<file path="src/rtl/uart_pkg.sv">
// rtl/uart_pkg.sv - shared UART types and baud helper
package uart_pkg;

  typedef enum logic [2:0] {
    IDLE,
    FETCH,
    LOAD,
    START,
    DATA,
    PARITY,
    STOP
  } tx_state_t;

  function automatic int clks_per_bit(input int clk_freq, input int bit_rate);
    return clk_freq / bit_rate;
  endfunction

endpackage

</file>
<file path="src/rtl/baud_counter.sv">
// rtl/baud_counter.sv - bit-period counter, tick on the last clock of each period
module baud_counter #(
  parameter int CLKS_PER_BIT = 434
) (
  input  logic clk,
  input  logic rst,
  input  logic clr,
  input  logic en,
  output logic tick
);

  localparam int CNT_W = $clog2(CLKS_PER_BIT);
  localparam logic [CNT_W-1:0] LAST = CNT_W'(CLKS_PER_BIT - 1);

  logic [CNT_W-1:0] cnt;

  assign tick = en && (cnt == LAST);

  always_ff @(posedge clk) begin
    if (rst || clr) begin
      cnt <= '0;
    end else if (en) begin
      if (cnt == LAST) begin
        cnt <= '0;
      end else begin
        cnt <= cnt + 1'b1;
      end
    end
  end

endmodule

</file>
<file path="src/rtl/uart_fifo_tx.sv">
// rtl/uart_fifo_tx.sv - UART transmitter popping bytes from a synchronous FIFO
// UART_TX_PARITY_EN inserts an even-parity bit between data and stop.
module uart_fifo_tx
  import uart_pkg::*;
#(
  parameter int CLK_FREQ = 50_000_000,
  parameter int BIT_RATE = 115_200,
  parameter int WIDTH    = 8
) (
  input  logic             clk,
  input  logic             rst,
  input  logic             enable_i,
  input  logic             fifo_empty_i,
  output logic             fifo_rd_en_o,
  input  logic [WIDTH-1:0] fifo_read_data_i,
  output logic             tx_o,
  output logic             busy_o
);

  localparam int CPB   = clks_per_bit(CLK_FREQ, BIT_RATE);
  localparam int IDX_W = (WIDTH > 1) ? $clog2(WIDTH) : 1;
  localparam logic [IDX_W-1:0] LAST_IDX = IDX_W'(WIDTH - 1);

  tx_state_t        state;
  logic [WIDTH-1:0] shift_reg;
  logic [WIDTH-1:0] shift_next;
  logic [IDX_W-1:0] bit_idx;
  logic             baud_clr;
  logic             baud_en;
  logic             baud_tick;
`ifdef UART_TX_PARITY_EN
  logic             parity_bit;
`endif

  assign shift_next = shift_reg >> 1;
  assign baud_clr   = (state == LOAD);
`ifdef UART_TX_PARITY_EN
  assign baud_en = (state == START) || (state == DATA) || (state == PARITY) || (state == STOP);
`else
  assign baud_en = (state == START) || (state == DATA) || (state == STOP);
`endif

  baud_counter #(
    .CLKS_PER_BIT(CPB)
  ) u_baud (
    .clk (clk),
    .rst (rst),
    .clr (baud_clr),
    .en  (baud_en),
    .tick(baud_tick)
  );

  // Outputs are set on the transition into a state so they are valid for that state's whole duration.
  always_ff @(posedge clk) begin
    if (rst) begin
      state        <= IDLE;
      tx_o         <= 1'b1;
      fifo_rd_en_o <= 1'b0;
      busy_o       <= 1'b0;
      shift_reg    <= '0;
      bit_idx      <= '0;
`ifdef UART_TX_PARITY_EN
      parity_bit   <= 1'b0;
`endif
    end else begin
      fifo_rd_en_o <= 1'b0;
      case (state)
        IDLE: begin
          if (enable_i && !fifo_empty_i) begin
            state        <= FETCH;
            fifo_rd_en_o <= 1'b1;
            busy_o       <= 1'b1;
          end
        end
        FETCH: begin
          state <= LOAD;
        end
        LOAD: begin
          shift_reg  <= fifo_read_data_i;
          bit_idx    <= '0;
`ifdef UART_TX_PARITY_EN
          parity_bit <= ^fifo_read_data_i;
`endif
          tx_o       <= 1'b0;
          state      <= START;
        end
        START: begin
          if (baud_tick) begin
            tx_o  <= shift_reg[0];
            state <= DATA;
          end
        end
        DATA: begin
          if (baud_tick) begin
            shift_reg <= shift_next;
            if (bit_idx == LAST_IDX) begin
`ifdef UART_TX_PARITY_EN
              tx_o  <= parity_bit;
              state <= PARITY;
`else
              tx_o  <= 1'b1;
              state <= STOP;
`endif
            end else begin
              bit_idx <= bit_idx + 1'b1;
              tx_o    <= shift_next[0];
            end
          end
        end
`ifdef UART_TX_PARITY_EN
        PARITY: begin
          if (baud_tick) begin
            tx_o  <= 1'b1;
            state <= STOP;
          end
        end
`endif
        STOP: begin
          if (baud_tick) begin
            busy_o <= 1'b0;
            state  <= IDLE;
          end
        end
        default: begin
          tx_o   <= 1'b1;
          busy_o <= 1'b0;
          state  <= IDLE;
        end
      endcase
    end
  end

endmodule

</file>
<file path="config.mk">
export PLATFORM = sky130hd
export DESIGN_NAME = uart_fifo_tx
export DESIGN_NICKNAME = d
export VERILOG_FILES = /design/src/rtl/uart_pkg.sv /design/src/rtl/baud_counter.sv /design/src/rtl/uart_fifo_tx.sv
export SDC_FILE = /design/constraint.sdc
export NUM_CORES = 1
export LEC_CHECK = 0
export ABC_AREA = 1
export BUFFER_PORTS_ARGS = -buffer_cell sky130_fd_sc_hd__buf_4
export CORE_ASPECT_RATIO = 1.1
export CORE_UTILIZATION = 53
export CTS_CLUSTER_DIAMETER = 100
export DETAILED_ROUTE_END_ITERATION = 10
export PLACE_DENSITY_LB_ADDON = 0.25
export SETUP_SLACK_MARGIN = 0.02
export SYNTH_ARGS = -nofsm -noshare
export SYNTH_HDL_FRONTEND = slang
export SYNTH_HIERARCHICAL = 1
export SYNTH_SLANG_ARGS = --single-unit
</file>
<file path="constraint.sdc">
create_clock -name clk -period 3.4 [get_ports clk]
set_clock_uncertainty 0.1 [all_clocks]
set_input_delay 0.17 -clock clk [delete_from_list [all_inputs] [get_ports clk]]
set_output_delay 0.17 -clock clk [all_outputs]
set_load 0.05 [all_outputs]
</file>
# Yosys cells after proc, flatten, opt, wreduce, memory -nomap -nowiden
# Index checks and enable logic that the tools add are counted.
[op_classes]
n_bitwise = 3
n_mux = 20
reduce_logical = 16
n_eq_ne = 13
addsub = 2
[op_table]
columns = ["op", "count"]
rows = [
  ["$mux 3", 7],
  ["$pmux 3 s6", 1],
  ["$pmux 8 s2", 1],
  ["$ne 2x2->1 const B", 5],
  ["$add 9x1->9 const B", 1],
  ["$eq 3x3->1 const B", 3],
  ["$eq 9x9->1 const B", 1],
  ["$mux 9", 1],
  ["$reduce_and 3->1", 3],
  ["$mux 8", 1],
  ["$eq 3x2->1 const B", 2],
  ["$mux 1", 6],
  ["$pmux 3 s2", 1],
  ["$reduce_and 5->1", 1],
  ["$pmux 1 s4", 1],
  ["$reduce_or 4->1", 1],
  ["$add 3x1->3 const B", 1],
  ["$eq 3x1->1 const B", 1],
  ["$logic_not 3->1", 1],
  ["$logic_or 1x1->1", 3],
  ["$not 1->1", 3],
  ["$pmux 1 s3", 1],
  ["$reduce_or 3->1", 1],
  ["$logic_and 1x1->1", 2],
  ["5 further kinds", 5],
]
[totals]
ff_bits = 26
input_bits = 12

# Longest topological paths before layout
[logic_depth]
depth_word = 6
depth_mapped = 17

# Cells and area by module
# Netlist, hierarchy kept.
[modules_own_cells]
columns = ["mod", "area_each_um2", "cells_per_inst", "instances"]
rows = [
  ["uart_fifo_tx", 969.7, 143, 1],
  ["baud_counter", 513.0, 73, 1],
]

# Worst setup path after synthesis
# No wires, ideal clock.
[synth_path]
kind = "flip-flop to flip-flop"
startpoint = "register state[1]"
endpoint = "register state[0]"
t_arrival_ns = 2.036
path_stages_with_launch = 18
setup_ns = 0.113
setup_slack_ns = 1.151
path_buffers = 3
cell_sequence = "dfxtp_1 -> buf_6 -> nor2_4 -> nand2_4 -> buf_8 -> nand2_2 -> inv_2 -> nand2_1 -> buf_6 -> nand4_1 -> nor3_1 -> inv_1 -> nand3_1 -> nand2_1 -> nor2_4 -> nand2_2 -> nor2_1 -> nor2_1"
[synth_via]
elab_chain_cells = 6
[synth_rtl]
columns = ["element", "line", "text"]
rows = [
  ["from (decl)", "uart_fifo_tx.sv:24", "tx_state_t state;"],
  ["from (signal assigned)", "uart_fifo_tx.sv:56", "state <= IDLE;"],
  ["from (signal assigned)", "uart_fifo_tx.sv:70", "state <= FETCH;"],
  ["from (signal assigned)", "uart_fifo_tx.sv:76", "state <= LOAD;"],
  ["$eq 3x2->1 / $eq 3x3->1 (equally long branches)", "uart_fifo_tx.sv:40", "assign baud_en = (state == START) || (state == DATA) || (state == STOP);"],
  ["$logic_or 1x1->1", "uart_fifo_tx.sv:40", ""],
  ["$logic_or 1x1->1 *", "uart_fifo_tx.sv:40", ""],
  ["named net baud_en", "uart_fifo_tx.sv:29", "logic baud_en;"],
  ["$logic_and 1x1->1 *", "baud_counter.sv:17", "assign tick = en && (cnt == LAST);"],
  ["named net baud_tick", "uart_fifo_tx.sv:30", "logic baud_tick;"],
  ["$ne 2x2->1 (no source line)", "--", ""],
  ["$reduce_and 5->1 (no source line) *", "--", ""],
]
# The timed path passes the listed nets; every way through them passes the cells marked *.
# A chain may end at the register's enable or synchronous reset.

# Worst setup path in the final report
[layout_path]
startpoint = "register state[1]"
endpoint = "register shift_reg[7]"
[layout_via]
elab_chain_cells = 6
[layout_rtl]
columns = ["element", "line", "text"]
rows = [
  ["$eq 3x2->1 / $eq 3x3->1 (equally long branches)", "uart_fifo_tx.sv:40", ""],
  ["$logic_or 1x1->1", "uart_fifo_tx.sv:40", ""],
  ["$logic_or 1x1->1 *", "uart_fifo_tx.sv:40", ""],
  ["named net baud_en", "uart_fifo_tx.sv:29", ""],
  ["$logic_and 1x1->1 *", "baud_counter.sv:17", ""],
  ["named net baud_tick", "uart_fifo_tx.sv:30", ""],
  ["$ne 2x2->1 (no source line) *", "--", ""],
  ["$reduce_and 2->1 (no source line) *", "--", ""],
  ["to (signal assigned)", "uart_fifo_tx.sv:79", "shift_reg <= fifo_read_data_i;"],
  ["to (signal assigned)", "uart_fifo_tx.sv:95", "shift_reg <= shift_next;"],
  ["to (decl)", "uart_fifo_tx.sv:25", "logic [WIDTH-1:0] shift_reg;"],
]
# Marked as above.

==> results.py <==
metrics = {
    "power_and_ir_drop": {
        "swShare": 0.396,
        "clkPwrFrac": 0.204,
        "comb_power_share": 0.389,
        "power_leakage_nw": 0.760,
        "p_per_area_nw_per_um2": 629,
        "power.internal_w": 0.000633,
        "switchingPower_w": 0.000415,
        "vdd_ir_drop_max_mv": 0.422,
        "seqPwrFrac": 0.408,
    },
    "yosys": {
        "ys_top_cells_by_area": "dfxtp_1, nand2_1, nor2_1",
        "synth_mux_area_frac": 0,
        "synth-edff-count": 0,
        "synthFlopType": "dfxtp_1",
        "synthDistinctLibCells": 27,
        "ys_seq_elements": 26,
        "synth_area_um2": 1480,
        "yosys.area_share.simple": 0.434,
        "synth_top_area_cell": "dfxtp_1",
        "synth_compound_area_frac": 0.0852,
        "yosys_warnings": 6,
        "ys_top_cells_by_count": "nand2_1, nor2_1, dfxtp_1",
        "synth_top_family_by_area": "simple AND/OR/NAND/NOR gates",
        "synthCells": 216,
        "synthAdderAreaFrac": 0.0338,
        "synth.net_count": 232,
        "ys_seq_area_frac": 0.351,
        "synth.most_common_cell": "nand2_1",
        "async_reset_ff_frac": 0,
        "synth_xor_xnor_area_share": 0.0118,
        "synth_top_cell_area_share": 0.351,
        "syn_area_per_cell_um2": 6.86,
    },
    "setup_path": {
        "end_kind": "register",
        "path_max_fanout": 12,
        "r2r-start": "state[1]$_SDFFE_PP0P_",
        "crit_start": "state[1]$_SDFFE_PP0P_",
        "critPathKind": "register to register",
        "start_kind": "register",
        "worstPathArrival_ns": 3.18,
        "worstPathRequired_ns": 3.53,
    },
    "run_status": {
        "status": "completed",
    },
    "floorplan": {
        "io_pins": 15,
        "die_y_um": 57.5,
        "core_um2": 2570,
        "start_util": 0.577,
        "rows": 19,
        "die_w_um": 52.4,
        "die_area_um2": 3010,
    },
    "hold_path": {
        "hp-class": "primary input to register",
        "min_from": "fifo_read_data_i[0]",
    },
    "global_route": {
        "grt_pass1_wl_mm": 4.67,
        "grt_max_degree": 16,
        "antenna_found_initial": 0,
        "grt_pass1_vias": 1146,
        "overflow": 0,
        "grtUsageTotal": 0.204,
    },
    "final_layout": {
        "insertedDiodeCount": 0,
        "stdcell_count": 264,
        "final_core_util": 0.649,
        "stdcell_area_um2": 1670,
        "drive_above_1_share": 0.185,
        "fin_nets": 250,
        "largest_reg_flops": 9,
        "syn_to_final_growth_pct": 12.4,
    },
    "timing": {
        "max_clock_freq_ghz": 0.327,
        "whs_ns": 0.0579,
        "period_share": 0.899,
        "report.final.slew_viol_count": 0,
        "rsz0062_at_grt": "no",
        "timing.final.crit_period_ns": 3.05,
        "setup_viol_count_final": 0,
        "worst_pin_slew_ns": 0.370,
        "finalHoldViolations": 0,
        "timing.setup.tns_ns": 0,
        "relSlewSlack": 0.753,
    },
    "cts": {
        "cts_tree": "built",
        "post_cts_buffers": 0,
        "htreeDepth": 1,
        "cts-root-buf": "clkbuf_4",
        "cts-buffers-inserted": 3,
        "clkLatencyLatePin_ns": 0.32,
        "path_clk_slew_ns": 0.14,
        "numClockSinks": 26,
        "ctsResizeCount": 0,
        "clk_path_buf_depth": 2,
    },
    "routing": {
        "via_per_inst": 4.95,
        "num_vias": 1307,
        "drc": 0,
        "initialDrtViolationCount": 32,
        "ant_nets": 0,
        "wl_per_cell_um": 10.3,
        "first_pass_iters": 4,
        "drt-total-wl_mm": 2.72,
    },
    "place": {
        "gp_congestion": 0.878,
        "dp_hpwl_mm": 1.99,
        "dp.cells": 257,
        "placed_cell_area_um2": 1580,
        "portBuffers": 14,
    },
    "job": {
        "drv_cap": 0,
    },
}
## cell usage in the layout (no fill, tap or decap)
cell,instances
nand3_2,1
a21oi_1,9
dfxtp_1,26
inv_1,15
nand2_4,3
ha_1,4
nand2_1,57
xor2_1,2
nand2_2,5
dlygate4sd3_1,3
inv_2,3
clkbuf_4,3
nand3_1,17
nand4_1,3
o21bai_1,1
inv_6,1
or2_2,1
o21ai_2,1
inv_4,1
nor2_2,4
buf_4,14
nor3_1,3
nor2_8,1
o21ai_0,12
bufinv_16,1
nor2_4,4
o21ai_1,1
nor2_1,37
## kinds of logic after synthesis
group / count (synthesis)
buf+inv: 24
simple gates: 136
flops: 26
xor+xnor: 2
compound gates: 24
fa+ha+maj: 4
## final cells by class
class	instances	area [µm²]
clock inverter	1	30.0
sequential	26	520
clock buffer	3	22.5
fill	233	901
multi-input combinational	166	837
timing repair buffer	17	135
tap	31	38.8
inverter	20	82.6
## per-stage QoR
step | worst slack, ns | total power (W)
floorplan | 1.15 | 0.000775
global placement | 0.955 | 0.000832
detailed placement | 0.830 | 0.000834
CTS | 0.341 | 0.00105
global route | 0.0661 | 0.00113
finish | 0.345 | 0.00105
## worst max-delay path, cell delays in order, from the launching register on
cell           delay [ns]
dfxtp_1              0.42
nor2_4               0.18
nand2_4              0.16
nand2_2              0.11
inv_2                0.05
nand2_1              0.26
nand4_1              0.13
nor3_1               0.31
inv_1                0.14
nor2_2               0.21
inv_2                0.06
nand2_4              0.10
inv_4                0.07
nand2_1              0.06
a21oi_1              0.06
dlygate4sd3_1        0.55
## power by group through the flow
stage	clock, W	sequential [W]	combinational, W
final	0.000214	0.000427	0.000407
after global routing	0.000233	0.000437	0.000460
after CTS	0.000220	0.000425	0.000409
after detailed placement	0	0.000432	0.000401
after global placement	0	0.000431	0.000401
after floorplan	0	0.000441	0.000334
## routing by layer
| metal | part of all wire | GRT usage | up-vias | wire, µm |
|---|---|---|---|---|
| met2 | 0.50 | 0.358 | 17 | 1360 |
| met3 | 0.027 | 0.0240 | 2 | 73 |
| met5 | 0 | 0 | - | 0 |
| met4 | 0.0062 | 0.105 | 0 | 17 |
| li1 | - | - | 718 | - |
| met1 | 0.47 | 0.237 | 570 | 1270 |
## timing repair
item                                    4_1_cts  5_1_grt
endpoints found under the setup margin        0        0
endpoints found under the hold margin         4        0
hold buffers                                  3        0
## final timing paths
kind                                    end  slack [ns]  depth (start not counted)
setup / recovery  shift_reg[7]$_SDFFE_PP0P_        0.35                         15
hold / removal    shift_reg[0]$_SDFFE_PP0P_        0.06                          5
hold reg to reg     bit_idx[1]$_SDFFE_PP0P_        0.37                          2
setup reg to reg  shift_reg[7]$_SDFFE_PP0P_        0.35                         15
(Power assumes the default switching activity.)
